`src/rtl/wb_arb_pkg.sv`:
```
// wb_arb_pkg: state encoding, watchdog sizing and grant decode shared by the arbiter files.
package wb_arb_pkg;
    typedef enum logic [1:0] {ST_IDLE = 2'd0, ST_G0 = 2'd1, ST_G1 = 2'd2} state_e;
    localparam int TO_W = 8;
    localparam logic ERR_TIMEOUT = 1'b1;
    function automatic logic [1:0] gnt_of(state_e s);
        return s == ST_G0 ? 2'b01 : s == ST_G1 ? 2'b10 : 2'b00;
    endfunction
endpackage

```
`src/rtl/wb_arb_if.sv`:
```
// wb_arb_if: both master-side ports plus the intercon-side port of the two-master arbiter.
interface wb_arb_if #(parameter int AW = 32, parameter int DW = 32);
    logic          m0_STB, m0_WE, m0_LOCK, m0_ACK, m0_ERR;
    logic [AW-1:0] m0_ADDR;
    logic [DW-1:0] m0_DAT_I, m0_DAT_O;
    logic          m1_STB, m1_WE, m1_LOCK, m1_ACK, m1_ERR;
    logic [AW-1:0] m1_ADDR;
    logic [DW-1:0] m1_DAT_I, m1_DAT_O;
    logic          s_STB, s_WE, s_ACK;
    logic [AW-1:0] s_ADDR;
    logic [DW-1:0] s_DAT_O, s_DAT_I;
    logic [1:0]    gnt;
    modport slave (
        input  m0_STB, m0_WE, m0_LOCK, m0_ADDR, m0_DAT_I,
        input  m1_STB, m1_WE, m1_LOCK, m1_ADDR, m1_DAT_I,
        input  s_DAT_I, s_ACK,
        output m0_DAT_O, m0_ACK, m0_ERR, m1_DAT_O, m1_ACK, m1_ERR,
        output s_STB, s_WE, s_ADDR, s_DAT_O, gnt
    );
    modport master (
        output m0_STB, m0_WE, m0_LOCK, m0_ADDR, m0_DAT_I,
        output m1_STB, m1_WE, m1_LOCK, m1_ADDR, m1_DAT_I,
        output s_DAT_I, s_ACK,
        input  m0_DAT_O, m0_ACK, m0_ERR, m1_DAT_O, m1_ACK, m1_ERR,
        input  s_STB, s_WE, s_ADDR, s_DAT_O, gnt
    );
endinterface

```
`src/rtl/wb_arb_watchdog.sv`:
```
// wb_arb_watchdog: counts stalled granted cycles and flags expiry on the TO_CYCLES-th one.
module wb_arb_watchdog
    import wb_arb_pkg::*;
#(
    parameter int TO_CYCLES = 255
) (
    input  logic clk,
    input  logic rst,
    input  logic clr,
    input  logic run,
    output logic expire_o
);
    logic [TO_W-1:0] cnt_q, cnt_d;
    always_comb cnt_d = clr ? '0 : run ? cnt_q + 1'b1 : cnt_q;
    always_ff @(posedge clk) cnt_q <= rst ? '0 : cnt_d;
    assign expire_o = run && cnt_q == TO_W'(TO_CYCLES - 1);
endmodule

```
`src/rtl/wb_master_arbiter.sv`:
```
// wb_master_arbiter: round-robin, lockable, watchdog-guarded sharing of one Wishbone port
// between the CPU (m0) and the DMA engine (m1).
module wb_master_arbiter
    import wb_arb_pkg::*;
#(
    parameter int AW        = 32,
    parameter int DW        = 32,
    parameter int TO_CYCLES = 255
) (
    input logic      clk,
    input logic      rst,
    wb_arb_if.slave  bus
);
    state_e        state_q, state_d;
    logic          last_q, last_d;
    logic          g0, g1, stb, lock, ack, run, expire;
    logic [AW-1:0] addr_fwd;
    logic [DW-1:0] wdat_fwd;
    assign g0       = state_q == ST_G0;
    assign g1       = state_q == ST_G1;
    assign stb      = (g0 & bus.m0_STB) | (g1 & bus.m1_STB);
    assign lock     = g1 ? bus.m1_LOCK : bus.m0_LOCK;
    assign ack      = stb & bus.s_ACK;
    assign run      = stb & ~bus.s_ACK;
    assign addr_fwd = g0 ? bus.m0_ADDR : g1 ? bus.m1_ADDR : '0;
    assign wdat_fwd = g0 ? bus.m0_DAT_I : g1 ? bus.m1_DAT_I : '0;
    wb_arb_watchdog #(.TO_CYCLES(TO_CYCLES)) u_wd (
        .clk(clk), .rst(rst), .clr(~run | expire), .run(run), .expire_o(expire)
    );
    // the expiring cycle withdraws the strobe so the slave never sees a half-terminated access
    assign bus.s_STB    = stb & ~expire;
    assign bus.s_WE     = (g0 & bus.m0_WE) | (g1 & bus.m1_WE);
    assign bus.s_ADDR   = addr_fwd;
    assign bus.s_DAT_O  = wdat_fwd;
    assign bus.m0_DAT_O = g0 ? bus.s_DAT_I : '0;
    assign bus.m1_DAT_O = g1 ? bus.s_DAT_I : '0;
    assign bus.m0_ACK   = g0 & ack;
    assign bus.m1_ACK   = g1 & ack;
    assign bus.m0_ERR   = g0 & expire ? ERR_TIMEOUT : 1'b0;
    assign bus.m1_ERR   = g1 & expire ? ERR_TIMEOUT : 1'b0;
    assign bus.gnt      = gnt_of(state_q);
    always_ff @(posedge clk) begin
        if (rst) begin
            state_q <= ST_IDLE;
            last_q  <= 1'b1;
        end else begin
            state_q <= state_d;
            last_q  <= last_d;
        end
    end
    always_comb begin
        state_d = state_q;
        last_d  = last_q;
        if (state_q == ST_IDLE) begin
            if (bus.m0_STB && (!bus.m1_STB || last_q)) state_d = ST_G0;
            else if (bus.m1_STB) state_d = ST_G1;
        end else if (ack) begin
            last_d  = g1;
            state_d = lock ? state_q : ST_IDLE;
        end else if (expire) begin
            last_d  = g1;
            state_d = ST_IDLE;
        end else if (!stb) begin
            state_d = ST_IDLE;
        end
    end
endmodule
```
`src/flat_wrapper.sv`:
```
// flat-port wrapper written by rule: the top's interface ports become plain ports
module wb_master_arbiter_flat import wb_arb_pkg::*;
#(
    parameter int AW        = 32,
    parameter int DW        = 32,
    parameter int TO_CYCLES = 255
)
  (clk, rst, bus_m0_STB, bus_m0_WE, bus_m0_LOCK, bus_m0_ADDR, bus_m0_DAT_I, bus_m1_STB, bus_m1_WE, bus_m1_LOCK, bus_m1_ADDR, bus_m1_DAT_I, bus_s_DAT_I, bus_s_ACK, bus_m0_DAT_O, bus_m0_ACK, bus_m0_ERR, bus_m1_DAT_O, bus_m1_ACK, bus_m1_ERR, bus_s_STB, bus_s_WE, bus_s_ADDR, bus_s_DAT_O, bus_gnt);
  wb_arb_if #(.AW(AW), .DW(DW)) bus_i ();
  input logic clk;
  input logic rst;
  input wire logic [$bits(bus_i.m0_STB)-1:0] bus_m0_STB;
  input wire logic [$bits(bus_i.m0_WE)-1:0] bus_m0_WE;
  input wire logic [$bits(bus_i.m0_LOCK)-1:0] bus_m0_LOCK;
  input wire logic [$bits(bus_i.m0_ADDR)-1:0] bus_m0_ADDR;
  input wire logic [$bits(bus_i.m0_DAT_I)-1:0] bus_m0_DAT_I;
  input wire logic [$bits(bus_i.m1_STB)-1:0] bus_m1_STB;
  input wire logic [$bits(bus_i.m1_WE)-1:0] bus_m1_WE;
  input wire logic [$bits(bus_i.m1_LOCK)-1:0] bus_m1_LOCK;
  input wire logic [$bits(bus_i.m1_ADDR)-1:0] bus_m1_ADDR;
  input wire logic [$bits(bus_i.m1_DAT_I)-1:0] bus_m1_DAT_I;
  input wire logic [$bits(bus_i.s_DAT_I)-1:0] bus_s_DAT_I;
  input wire logic [$bits(bus_i.s_ACK)-1:0] bus_s_ACK;
  output wire logic [$bits(bus_i.m0_DAT_O)-1:0] bus_m0_DAT_O;
  output wire logic [$bits(bus_i.m0_ACK)-1:0] bus_m0_ACK;
  output wire logic [$bits(bus_i.m0_ERR)-1:0] bus_m0_ERR;
  output wire logic [$bits(bus_i.m1_DAT_O)-1:0] bus_m1_DAT_O;
  output wire logic [$bits(bus_i.m1_ACK)-1:0] bus_m1_ACK;
  output wire logic [$bits(bus_i.m1_ERR)-1:0] bus_m1_ERR;
  output wire logic [$bits(bus_i.s_STB)-1:0] bus_s_STB;
  output wire logic [$bits(bus_i.s_WE)-1:0] bus_s_WE;
  output wire logic [$bits(bus_i.s_ADDR)-1:0] bus_s_ADDR;
  output wire logic [$bits(bus_i.s_DAT_O)-1:0] bus_s_DAT_O;
  output wire logic [$bits(bus_i.gnt)-1:0] bus_gnt;
  assign bus_i.m0_STB = bus_m0_STB;
  assign bus_i.m0_WE = bus_m0_WE;
  assign bus_i.m0_LOCK = bus_m0_LOCK;
  assign bus_i.m0_ADDR = bus_m0_ADDR;
  assign bus_i.m0_DAT_I = bus_m0_DAT_I;
  assign bus_i.m1_STB = bus_m1_STB;
  assign bus_i.m1_WE = bus_m1_WE;
  assign bus_i.m1_LOCK = bus_m1_LOCK;
  assign bus_i.m1_ADDR = bus_m1_ADDR;
  assign bus_i.m1_DAT_I = bus_m1_DAT_I;
  assign bus_i.s_DAT_I = bus_s_DAT_I;
  assign bus_i.s_ACK = bus_s_ACK;
  assign bus_m0_DAT_O = bus_i.m0_DAT_O;
  assign bus_m0_ACK = bus_i.m0_ACK;
  assign bus_m0_ERR = bus_i.m0_ERR;
  assign bus_m1_DAT_O = bus_i.m1_DAT_O;
  assign bus_m1_ACK = bus_i.m1_ACK;
  assign bus_m1_ERR = bus_i.m1_ERR;
  assign bus_s_STB = bus_i.s_STB;
  assign bus_s_WE = bus_i.s_WE;
  assign bus_s_ADDR = bus_i.s_ADDR;
  assign bus_s_DAT_O = bus_i.s_DAT_O;
  assign bus_gnt = bus_i.gnt;
  wb_master_arbiter #(.AW(AW), .DW(DW), .TO_CYCLES(TO_CYCLES)) u_core (.clk(clk), .rst(rst), .bus(bus_i));
endmodule
```
`config.mk`:
```
export PLATFORM = sky130hd
export DESIGN_NAME = wb_master_arbiter_flat
export DESIGN_NICKNAME = d
export VERILOG_FILES = /design/src/rtl/wb_arb_pkg.sv /design/src/rtl/wb_arb_if.sv /design/src/rtl/wb_arb_watchdog.sv /design/src/rtl/wb_master_arbiter.sv /design/src/flat_wrapper.sv
export SDC_FILE = /design/constraint.sdc
export NUM_CORES = 1
export LEC_CHECK = 0
export ABC_AREA = 1
export CAP_MARGIN = 15
export CORE_AREA = 10 10 111 113
export CTS_BUF_LIST = sky130_fd_sc_hd__clkbuf_8
export DETAILED_ROUTE_END_ITERATION = 12
export DIE_AREA = 0 0 121 123
export PLACE_DENSITY = 0.69
export SYNTH_ARGS = -nofsm -noshare
export SYNTH_HDL_FRONTEND = slang
export SYNTH_SLANG_ARGS = --single-unit
```
`constraint.sdc`:
```
create_clock -name clk -period 2.1 [get_ports clk]
set_clock_uncertainty 0.1 [all_clocks]
set_input_delay 0.42 -clock clk [delete_from_list [all_inputs] [get_ports clk]]
set_output_delay 0.42 -clock clk [all_outputs]
set_load 0.01 [all_outputs]
```
Word level (Yosys, flattened, before mapping). Index checks and enable logic that the tools add are counted.

Output and inout bits: 136. Logic and storage cells: 57. Bits in registers: 11.

Bitwise operators: 18. Reduce and logical (&&, ||, !) cells: 9. Multiplexer cells: 20. Add/sub/neg operators: 1. Eq/ne operators: 6.

Operators by type and width (number): $mux 32 (6); $mux 2 (9); $and 1x1->1 (11); $add 8x1->8 const B (1); $eq 8x8->1 const B (1); $ne 3x3->1 const B (2); $mux 1 (5); $ne 4x4->1 const B (1); $not 1->1 (4); $or 1x1->1 (3); $reduce_and 3->1 (1); $eq 2x1->1 const B (1); $eq 2x2->1 const B (1); $logic_and 1x1->1 (2); $logic_not 2->1 (1); $reduce_and 2->1 (1); $reduce_bool 2->1 (1); $reduce_or 2->1 (1); $logic_not 1->1 (1); $logic_or 1x1->1 (1).

Depth between registers and ports, before layout. Gate-level depths: netlist of the first run.

Depth in word-level cells: 8. Gate-level depth with buffers: 10.

Modules after synthesis. Synthesis of the first run repeated with hierarchy kept, for this count alone.

Cells, all modules: 281. Area, all modules: 1746.7 um2.

By module, submodules not included: wb_master_arbiter (instances 1, area an instance 1357.6 um2, cells an instance 227); wb_arb_watchdog (instances 1, area an instance 389.1 um2, cells an instance 54).

Worst setup path after synthesis of the first run. OpenSTA, ideal clock, no wires.

Kind: flip-flop to output port. Start point: register u_core.u_wd.cnt_q[0]. End point: output bus_m0_ERR. Path slack: 0.484 ns. Arrival time: 1.096 ns. Cell stages (with the launch flop): 9. Cell sequence: dfxtp_1 -> inv_1 -> ha_1 -> nand2_1 -> nor2_1 -> nand2_1 -> nor2_4 -> inv_2 -> nor2_1.

Cells in the longest elaborated chain, start to end: 4.

RTL lines: start: declaration (line wb_arb_watchdog.sv:13) `logic [TO_W-1:0] cnt_q, cnt_d;`; start signal: assignment (line wb_arb_watchdog.sv:15) `always_ff @(posedge clk) cnt_q <= rst ? '0 : cnt_d;`; $eq 8x8->1 (line wb_arb_watchdog.sv:16) `assign expire_o = run && cnt_q == TO_W'(TO_CYCLES - 1);`; $logic_and 1x1->1 (line wb_arb_watchdog.sv:16); $and 1x1->1 (line wb_master_arbiter.sv:39) `assign bus.m0_ERR = g0 & expire ? ERR_TIMEOUT : 1'b0;`; $mux 1 (line wb_master_arbiter.sv:39); end: declaration (line flat_wrapper.sv:26) `output wire logic [$bits(bus_i.m0_ERR)-1:0] bus_m0_ERR;`.

Every way passes these cells.

Worst setup path after layout of the first run.
Start point: register u_core.state_q[0]. End point: output bus_s_ADDR[2].

Cells in the longest elaborated chain, start to end: 3. Elaborated cells on any way between the ends: 4. Those cells by class: eq/ne (2); mux (2).

RTL lines: start: declaration (line wb_master_arbiter.sv:14) `state_e state_q, state_d;`; start signal: assignment (line wb_master_arbiter.sv:47) `state_q <= state_d;`; $eq 2x2->1 (line wb_master_arbiter.sv:20) `assign g1 = state_q == ST_G1;`; $mux 32 (line wb_master_arbiter.sv:25) `assign addr_fwd = g0 ? bus.m0_ADDR : g1 ? bus.m1_ADDR : '0;`; $mux 32 (*) (line wb_master_arbiter.sv:25); end: declaration (line flat_wrapper.sv:32) `output wire logic [$bits(bus_i.s_ADDR)-1:0] bus_s_ADDR;`.

Mark *: on every way between the ends. The rest lies on a longest branch, timed or not.

==> flow_summary.yaml, run 1 <==
worst_setup_path:
  r2r_end: "u_core.u_wd.cnt_q[0]"
  r2r_cells: 10
  crit_type: "flop to output pin"
  crit_required_ns: 1.58
  cp-startpoint: "u_core.state_q[0]"
  crit_path_max_fanout: 15
  worstSetupStartpointType: "flop"
  arrival_ns: 1.53
  reg2reg_from: "u_core.u_wd.cnt_q[0]"
  regToRegSetupSlack_ns: 0.58
  cp-end-kind: "output pin"
detailed_routing:
  ant_nets: 0
  wire_per_inst_um: 21.6
  first_iter_violations: 202
  num_vias: 3230
  drc: 0
  wl_mm: 16.4
  first_pass_iters: 5
  viasPerCell: 4.26
sta:
  min_period_ns: 2.05
  hold_viol_final: 0
  setup_ws_ns: 0.0531
  max_freq_mhz: 489
  worst_slew_pin_slew_ns: 0.302
  finalCritPeriodShare_pct: 97.5
  finalSetupViolations: 0
  drv_slew: 0
  slew-limit-headroom_pct: 79.9
die:
  die_x_um: 121
  die_area_um2: 14900
  ios: 305
  coreArea_um2: 10100
  die_h_um: 123
  rows: 37
  initial_utilization_pct: 18.4
grt:
  grt_max_degree: 37
  antenna_found_initial: 3
  track_usage_pct: 19.9
  overflow: 0
  grt_pass1_vias: 3194
  grt_pass1_wl_mm: 22.6
power:
  power.density_nw_per_um2: 269
  finalPower_mw: 1.39
  vdd_drop_max_uv: 321
  p_leak_nw: 2.67
clock_network:
  cts_root_buf: "clkbuf_8"
  cts_made_buffers: 3
  clk_latency_ns: 0.25
  cts_tree: "done"
  clk_pin_slew_ns: 0.05
  cts.sink_count: 11
  postCtsHoldBufs: 0
  clockBufferDepth: 2
  htreeDepth: 1
synth:
  netlist_top_cells_area: "a22o_1 (31%), nor2_1 (14%), dfxtp_1 (12%)"
  synth_cells: 294
  syn-mean-instance-area_um2: 6.35
  synth_area_um2: 1870
  yosysTopAreaCell: "a22o_1"
  synth_nets: 465
  ys_seq_elements: 11
  synth_cell_types: 27
  ys_warn_count: 0
  yosysTopAreaCellShare_pct: 30.5
  ys_seq_area_share_pct: 11.8
placement:
  port_buffers: 304
  post-dp-hpwl_mm: 14.3
  dpl_worst_slack_ns: -0.477
  place_congestion: 0.983
min_path:
  min_path_type: "flop to flop"
  whs_path_depth: 2
  whs_endpoint: "u_core.last_q"
  hp-start: "u_core.last_q"
layout:
  layout_commonest_cell: "clkdlybuf4s50_1"
  drive_above_1_share_pct: 16.1
  num-nets-final: 792
  layout_common_cells: "clkdlybuf4s50_1 (166), dlygate4sd2_1 (83), nor2_1 (72)"
  synthToLayoutAreaGrowth_pct: 176
flow_run:
  drv_cap: 0
status:
  status: "finished, final reports clean"
cell usage after synthesis:
cell type / count
o21ai_0: 1
nand3b_1: 1
inv_1: 44
o21bai_1: 1
dfxtp_1: 11
xor2_1: 1
buf_6: 10
o211ai_1: 1
inv_2: 6
nor2_1: 72
a21oi_2: 5
buf_2: 4
ha_1: 2
a21oi_1: 3
nand2_8: 1
xnor2_1: 1
nand3_2: 3
inv_4: 1
nand2_4: 2
buf_4: 2
nor2_4: 4
nand4_1: 2
nand3_1: 9
clkbuf_1: 6
nand2_1: 35
a22o_1: 65
nor2_2: 1
per-stage QoR:
step / setup TNS [ns] / instances / util (%) / hold WS, ns / area, um^2
final: 0 / 758 / 50.8 / 0.387 / 5150
after global routing: -0.0482 / 758 / 50.8 / 0.415 / 5150
after CTS: 0 / 756 / 51.1 / 0.394 / 5180
after detailed placement: -12.42 / 748 / 51.3 / 0.387 / 5200
after global placement: -12.15 / 748 / 51.3 / 0.377 / 5200
after floorplan: 0 / 294 / - / 0.341 / 1870
routing by layer:
layer | share of wire (%) | global-route usage, %
met2 | 55 | 38.3
met3 | 8.7 | 6.43
met4 | 0.93 | 3.02
met1 | 36 | 21.1
met5 | 0.079 | 0
worst max path at each step:
stage,endpoint,slack [ns],depth (start not counted)
after floorplan,bus_m0_ERR,0.48,8
after global placement,bus_m0_ERR,-0.47,8
after detailed placement,bus_m0_ACK,-0.48,7
after CTS,bus_s_ADDR[11],0.003,6
after global routing,bus_m0_ERR,-0.03,9
final,bus_s_ADDR[2],0.05,6
kinds of logic after synthesis:
| logic type | count (synthesis) | share of synthesized area (%) |
|---|---|---|
| compound gates | 76 | 34.7 |
| flops | 11 | 11.8 |
| simple gates | 130 | 31.7 |
| xor+xnor | 2 | 0.939 |
| fa+ha+maj | 2 | 1.34 |
| buf+inv | 73 | 19.5 |
area by class of cell:
type                    count  area, um^2
inverters                  51         196
diodes                      2        5.00
fillers                   999        4980
clock inverters             1        5.00
flip-flops and latches     11         226
clock buffers               3        41.3
well taps                 136         170
multi-input cells         210        1290
repair buffers            344        3220
sequential cells by signal, summed over array words and instances, names as in the netlist:
signal and flops:
u_core.state_q 2, u_core.u_wd.cnt_q 8, u_core.last_q 1
what timing repair did:
| action | in CTS | in global routing |
|---|---|---|
| pin swaps | 2 | 1 |
| gates cloned | 1 | 0 |
| resized for setup | 184 | 58 |
| setup endpoints to repair | 136 | 74 |
| setup buffers | 3 | 0 |
power by group:
group	switching (mW)	total (mW)	internal, mW
Clock	0.0933	0.224	0.131
Sequential	0.00609	0.219	0.213
Combinational	0.382	0.943	0.561
Total	0.482	1.39	0.905
worst max-delay path: stages (launching register included):
cell	delay (ns)
dfxtp_2	0.33
inv_4	0.10
nor2_4	0.06
buf_4	0.15
buf_16	0.15
a22o_1	0.21
dlygate4sd2_1	0.28
Note: power is estimated with default switching activity, not from simulation.
==> run 2, diff against run 1 <==
--- a/config.mk
+++ b/config.mk
@@ -7,11 +7,11 @@
 export LEC_CHECK = 0
 export ABC_AREA = 1
 export CAP_MARGIN = 15
-export CORE_AREA = 10 10 111 113
+export CORE_AREA = 10 10 110 112
 export CTS_BUF_LIST = sky130_fd_sc_hd__clkbuf_8
 export DETAILED_ROUTE_END_ITERATION = 12
-export DIE_AREA = 0 0 121 123
-export PLACE_DENSITY = 0.69
+export DIE_AREA = 0 0 120 122
+export PLACE_DENSITY = 0.7
 export SYNTH_ARGS = -nofsm -noshare
 export SYNTH_HDL_FRONTEND = slang
 export SYNTH_SLANG_ARGS = --single-unit
==> constraint.sdc (replaced) <==
create_clock -name clk -period 2.3 [get_ports clk]
set_clock_uncertainty 0.1 [all_clocks]
set_input_delay 0.46 -clock clk [delete_from_list [all_inputs] [get_ports clk]]
set_output_delay 0.46 -clock clk [all_outputs]
set_load 0.01 [all_outputs]
==> run 2 against run 1 <==
- first-iteration DRC count rose by 22%
- highest routed layer unchanged
- flip-flop and latch count stayed put
- global-route usage fell by 0.45 points
- register-to-register slack improved by 0.13 ns
==> flow_summary.yaml, run 2 (synthesis gave the netlist of run 1 again) <==
min_path:
  min_path_type: "flop to flop"
  whs_path_depth: 2
  whs_endpoint: "u_core.last_q"
  hp-start: "u_core.last_q"
clock_network:
  clockBufferDepth: 2
  cts_tree: "done"
  clk_pin_slew_ns: 0.05
  htreeDepth: 1
  cts.sink_count: 11
  postCtsHoldBufs: 0
  cts_made_buffers: 3
  clk_latency_ns: 0.24
  cts_root_buf: "clkbuf_8"
worst_setup_path:
  worstSetupStartpointType: "flop"
  arrival_ns: 1.69
  regToRegSetupSlack_ns: 0.71
  reg2reg_from: "u_core.state_q[1]"
  cp-end-kind: "output pin"
  crit_type: "flop to output pin"
  crit_required_ns: 1.74
  crit_path_max_fanout: 21
  r2r_cells: 9
  r2r_end: "u_core.u_wd.cnt_q[4]"
detailed_routing:
  viasPerCell: 4.41
  wire_per_inst_um: 21.3
  drc: 0
  ant_nets: 0
  wl_mm: 15.9
  first_iter_violations: 246
  num_vias: 3285
  first_pass_iters: 4
power:
  vdd_drop_max_uv: 302
  power.density_nw_per_um2: 247
  finalPower_mw: 1.28
  p_leak_nw: 2.67
sta:
  min_period_ns: 2.25
  hold_viol_final: 0
  finalSetupViolations: 0
  finalCritPeriodShare_pct: 97.9
  drv_slew: 0
  worst_slew_pin_slew_ns: 0.300
  tns_ns: 0
  grt_setup_unrepaired: "no"
  max_freq_mhz: 444
  slew-limit-headroom_pct: 80.0
layout:
  largest-register: "u_core.u_wd.cnt_q"
  layout_commonest_cell: "clkdlybuf4s50_1"
  synthToLayoutAreaGrowth_pct: 177
  largest_reg_flops: 8
  num-nets-final: 780
  top_regs: "u_core.u_wd.cnt_q: 8 flops, u_core.state_q: 2 flops, u_core.last_q: 1 flops"
  drive_above_1_share_pct: 10.7
  layout_common_cells: "clkdlybuf4s50_1 (206), dlygate4sd2_1 (83), nor2_1 (71)"
grt:
  overflow: 0
  grt_util_met3_pct: 5.64
  grt-busiest-layer: "met2"
  grt_pass1_wl_mm: 22.0
  grt_max_degree: 37
  grt_use_met2_pct: 35.9
  antenna_found_initial: 2
  use_met1_pct: 21.3
  grt_pass1_vias: 3178
  track_usage_pct: 19.5
placement:
  place_congestion: 0.935
  port_buffers: 304
  post-dp-hpwl_mm: 13.7
status:
  status: "finished, final reports clean"
die:
  ios: 305
  initial_utilization_pct: 18.6
  die_x_um: 120
  rows: 37
  die_area_um2: 14600
  coreArea_um2: 10000
  die_h_um: 122
flow_run:
  drv_cap: 0
[run 2: layout make-up]
class	instances	area, um^2
Tap cell	136	170
Clock inverter	1	3.75
Fill cell	1012	4880
Timing Repair Buffer	332	3240
Antenna cell	1	2.50
Inverter	51	204
Sequential cell	11	223
Clock buffer	3	41.3
Multi-Input combinational cell	210	1280
[run 2: power breakdown]
part           internal, mW  total, mW  switching [mW]  leakage [nW]
logic                 0.531      0.887           0.355          2.55
registers             0.195      0.199         0.00422        0.0898
clock network         0.117      0.190          0.0724        0.0269
[run 2: worst max-delay path by stage]
stage                       endpoint  slack (ns)  depth (start not counted)                  from
floorplan                 bus_m0_ERR        0.64                          8  u_core.u_wd.cnt_q[0]
global placement          bus_m0_ERR       -0.31                          8            bus_m1_STB
detailed placement        bus_m0_ERR       -0.32                          8            bus_m1_STB
CTS                       bus_m0_ERR       -0.03                          8            bus_m1_STB
global route        bus_m0_DAT_O[30]       0.001                          6     u_core.state_q[0]
finish               bus_s_DAT_O[15]        0.05                          6     u_core.state_q[0]
[run 2: critical path, cell delays in order, from the launching register on]
cell,delay [ns]
dfxtp_2,0.33
inv_4,0.10
nor2_4,0.05
buf_12,0.14
bufbuf_16,0.29
a22o_1,0.22
dlygate4sd2_1,0.31
[run 2: per-stage QoR]
| step | hold WS (ns) | worst slack, ns | instance area (um^2) | util [%] | std cells |
|---|---|---|---|---|---|
| finish | 0.376 | 0.0488 | 5170 | 51.4 | 745 |
| global route | 0.416 | 0.00117 | 5170 | 51.4 | 745 |
| CTS | 0.386 | -0.0260 | 5180 | 51.6 | 744 |
| detailed placement | 0.377 | -0.316 | 5110 | 50.9 | 736 |
| global placement | 0.384 | -0.309 | 5110 | 50.9 | 736 |
| floorplan | 0.341 | 0.644 | 1870 | - | 294 |
[run 2: per-layer routing]
metal  wire length, um  share of wire, %
met5                13             0.082
met4               342               2.2
met3              1160               7.3
met2              8500                53
met1              5880                37
[run 2: repair_timing]
action / in CTS / in global routing
gates cloned: 2 / 0
setup endpoints to repair: 134 / 40
setup buffers: 2 / 0
resized for setup: 106 / 18
endpoints found under the hold margin: 0 / 0
==> run 3, diff against run 2 <==
--- a/config.mk
+++ b/config.mk
@@ -7,11 +7,12 @@
 export LEC_CHECK = 0
 export ABC_AREA = 1
 export CAP_MARGIN = 15
-export CORE_AREA = 10 10 110 112
+export CORE_AREA = 10 10 109 111
 export CTS_BUF_LIST = sky130_fd_sc_hd__clkbuf_8
 export DETAILED_ROUTE_END_ITERATION = 12
-export DIE_AREA = 0 0 120 122
+export DIE_AREA = 0 0 119 121
 export PLACE_DENSITY = 0.7
 export SYNTH_ARGS = -nofsm -noshare
 export SYNTH_HDL_FRONTEND = slang
+export SYNTH_HIERARCHICAL = 1
 export SYNTH_SLANG_ARGS = --single-unit
==> run 3 against run 2 <==
- critical path depth is 11 higher
- power is 2.9% higher
- global-route usage is 0.86 points higher
- sequential power hardly changed
- combinational power is 4.6% higher
- count of clock-buffer cells in the layout stayed put
- worst hold slack better by 0.0070 ns
- wire length is 2.2% higher
- core utilization is 1.0 points higher
- critical endpoint is now u_core/u_wd/cnt_q[4]
- largest power group unchanged
- clock power is 2% lower
- fmax is 1.1% higher
- register-to-register slack worse by 0.58 ns
==> flow_summary.yaml, run 3 <==
power:
  finalPower_mw: 1.31
  p_leak_nw: 2.88
  power.density_nw_per_um2: 259
  vdd_drop_max_uv: 299
placement:
  dpl_worst_slack_ns: -0.698
  port_buffers: 304
  place_congestion: 0.906
  post-dp-hpwl_mm: 13.7
detailed_routing:
  first_iter_violations: 250
  wl_mm: 16.3
  num_vias: 3190
  wire_per_inst_um: 21.8
  viasPerCell: 4.28
  drc: 0
  ant_nets: 0
  first_pass_iters: 4
synth:
  yosysTopAreaCellShare_pct: 32.6
  synth_cell_types: 23
  synth.most_common_cell: "nor2_1"
  synth_common_cells: "nor2_1 (77), a22o_1 (65), inv_1 (47)"
  ys_seq_elements: 11
  async_reset_ff_share_pct: 0
  syn-mean-instance-area_um2: 6.22
  synth_fa_ha_area_share_pct: 1.43
  netlist_top_cells_area: "a22o_1 (33%), nor2_1 (17%), dfxtp_1 (13%)"
  synth_cells: 281
  synth_mux_area_share_pct: 0
  synth_edf_count: 0
  synth_nets: 452
  ys_seq_area_share_pct: 12.6
  synth_area_um2: 1750
  synth_top_family_by_area: "compound AO/OA/AOI/OAI gates"
  synth-xor-area-share_pct: 0
  synth_simple_gate_area_share_pct: 28.6
  ys_warn_count: 6
  synth_compound_area_share_pct: 37.0
  yosysTopAreaCell: "a22o_1"
  synth_flop_cell: "dfxtp_1"
layout:
  top_regs: "u_core/u_wd/cnt_q: 8 flops, u_core/state_q: 2 flops, u_core/last_q: 1 flops"
  post-route-util_pct: 52.5
  layout_common_cells: "clkdlybuf4s50_1 (166), nor2_1 (74), dlygate4sd2_1 (66)"
  largest_reg_flops: 8
  synthToLayoutAreaGrowth_pct: 190
  drive_above_1_share_pct: 20.5
  layout_commonest_cell: "clkdlybuf4s50_1"
  num-nets-final: 783
  largest-register: "u_core/u_wd/cnt_q"
sta:
  whs_ns: 0.383
  setup_ws_ns: 0.0726
  min_period_ns: 2.23
  worst_slew_pin_slew_ns: 0.287
  tns_ns: 0
  drv_slew: 0
  max_freq_mhz: 449
  finalSetupViolations: 0
  hold_viol_final: 0
  slew-limit-headroom_pct: 80.7
  finalCritPeriodShare_pct: 96.8
die:
  initial_utilization_pct: 18.1
  rows: 36
  ios: 305
  die_x_um: 119
  die_area_um2: 14400
  coreArea_um2: 9640
  die_h_um: 121
grt:
  grt_max_degree: 24
  track_usage_pct: 20.3
  grt_pass1_vias: 3177
  grt_pass1_wl_mm: 22.6
  antenna_found_initial: 4
  overflow: 0
worst_setup_path:
  arrival_ns: 2.25
  crit_path_max_fanout: 5
  crit_type: "primary input to flop"
  worstSetupStartpointType: "primary input"
  cp-end-kind: "flop"
  crit_required_ns: 2.33
  r2r_cells: 17
clock_network:
  cts_made_buffers: 3
  clk_pin_slew_ns: 0.05
  clockBufferDepth: 2
  cts_root_buf: "clkbuf_8"
  cts_tree: "done"
  clk_latency_ns: 0.24
  htreeDepth: 1
  cts.sink_count: 11
flow_run:
  drv_cap: 0
min_path:
  whs_path_depth: 1
  min_path_type: "flop to flop"
status:
  status: "finished, final reports clean"
[run 3: cell types whose count changed in the layout (fill, tap and decap cells not counted), sizes merged, moves of 2 or more]
cell,before,now
o21ai,1,7
clkbuf,9,5
nor2,77,79
dlymetal6s2s,7,14
dlygate4sd2,83,66
nand2,38,22
clkdlybuf4s50,206,166
buf,28,97
clkdlybuf4s15,0,2
[run 3: worst max-delay path, cell delays in order]
cell	delay (ns)
dlygate4sd2_1	0.24
nand3_1	0.08
nand2_2	0.07
inv_2	0.08
nor2_4	0.05
buf_4	0.12
buf_4	0.12
buf_4	0.12
buf_4	0.12
buf_4	0.12
buf_4	0.12
buf_4	0.13
buf_4	0.15
nand2_4	0.06
inv_2	0.05
a31oi_1	0.13
nor2_1	0.06
[run 3: through the flow]
stage | instances | area (um^2)
CTS | 739 | 4910
global route | 745 | 5060
floorplan | 281 | 1750
finish | 746 | 5060
global placement | 718 | 5020
detailed placement | 718 | 5020
[run 3: logic make-up (layout without fill, tap and decap cells)]
logic type,count (synthesis),after routing
simple gates,116,116
compound gates,80,80
flops,11,11
fa+ha+maj,2,2
other cells,0,2
buf+inv,72,402
[run 3: power by group]
group	leakage (nW)	internal, mW	switching (mW)	total, mW
sequential	0.0900	0.194	0.00434	0.199
clock	0.0269	0.117	0.0687	0.186
combinational	2.77	0.545	0.384	0.928
[run 3: metal layers]
layer  vias up  routed length [um]  global-route usage [%]
met1      1431                6020                    21.5
li1       1607                   -                       -
met4         4                 203                    4.50
met2       132                8810                    38.4
met5         -                  24                       0
met3        16                1200                    6.42
[run 3: worst paths after layout]
kind / startpoint / end / slack, ns
hold / removal: u_core/u_wd/cnt_q[3] / u_core/u_wd/cnt_q[3] / 0.38
setup / recovery: bus_m0_STB / u_core/u_wd/cnt_q[4] / 0.07
setup reg to reg: u_core/state_q[0] / u_core/u_wd/cnt_q[4] / 0.13
hold reg to reg: u_core/u_wd/cnt_q[3] / u_core/u_wd/cnt_q[3] / 0.38
[run 3: cell type report]
cell class,instances,area [um^2]
inverter,50,193
tap,133,166
clock inverter,1,3.75
sequential,11,225
antenna,2,5.00
fill,991,4580
timing repair buffer,348,3200
multi-input combinational,198,1220
clock buffer,3,41.3
[run 3: repair_timing]
item,4_1_cts,5_1_grt
cloned,2,2
pin swaps,4,6
setup buffers,15,4
gates resized for setup,298,34
setup endpoints to repair,130,60
hold buffers,0,0
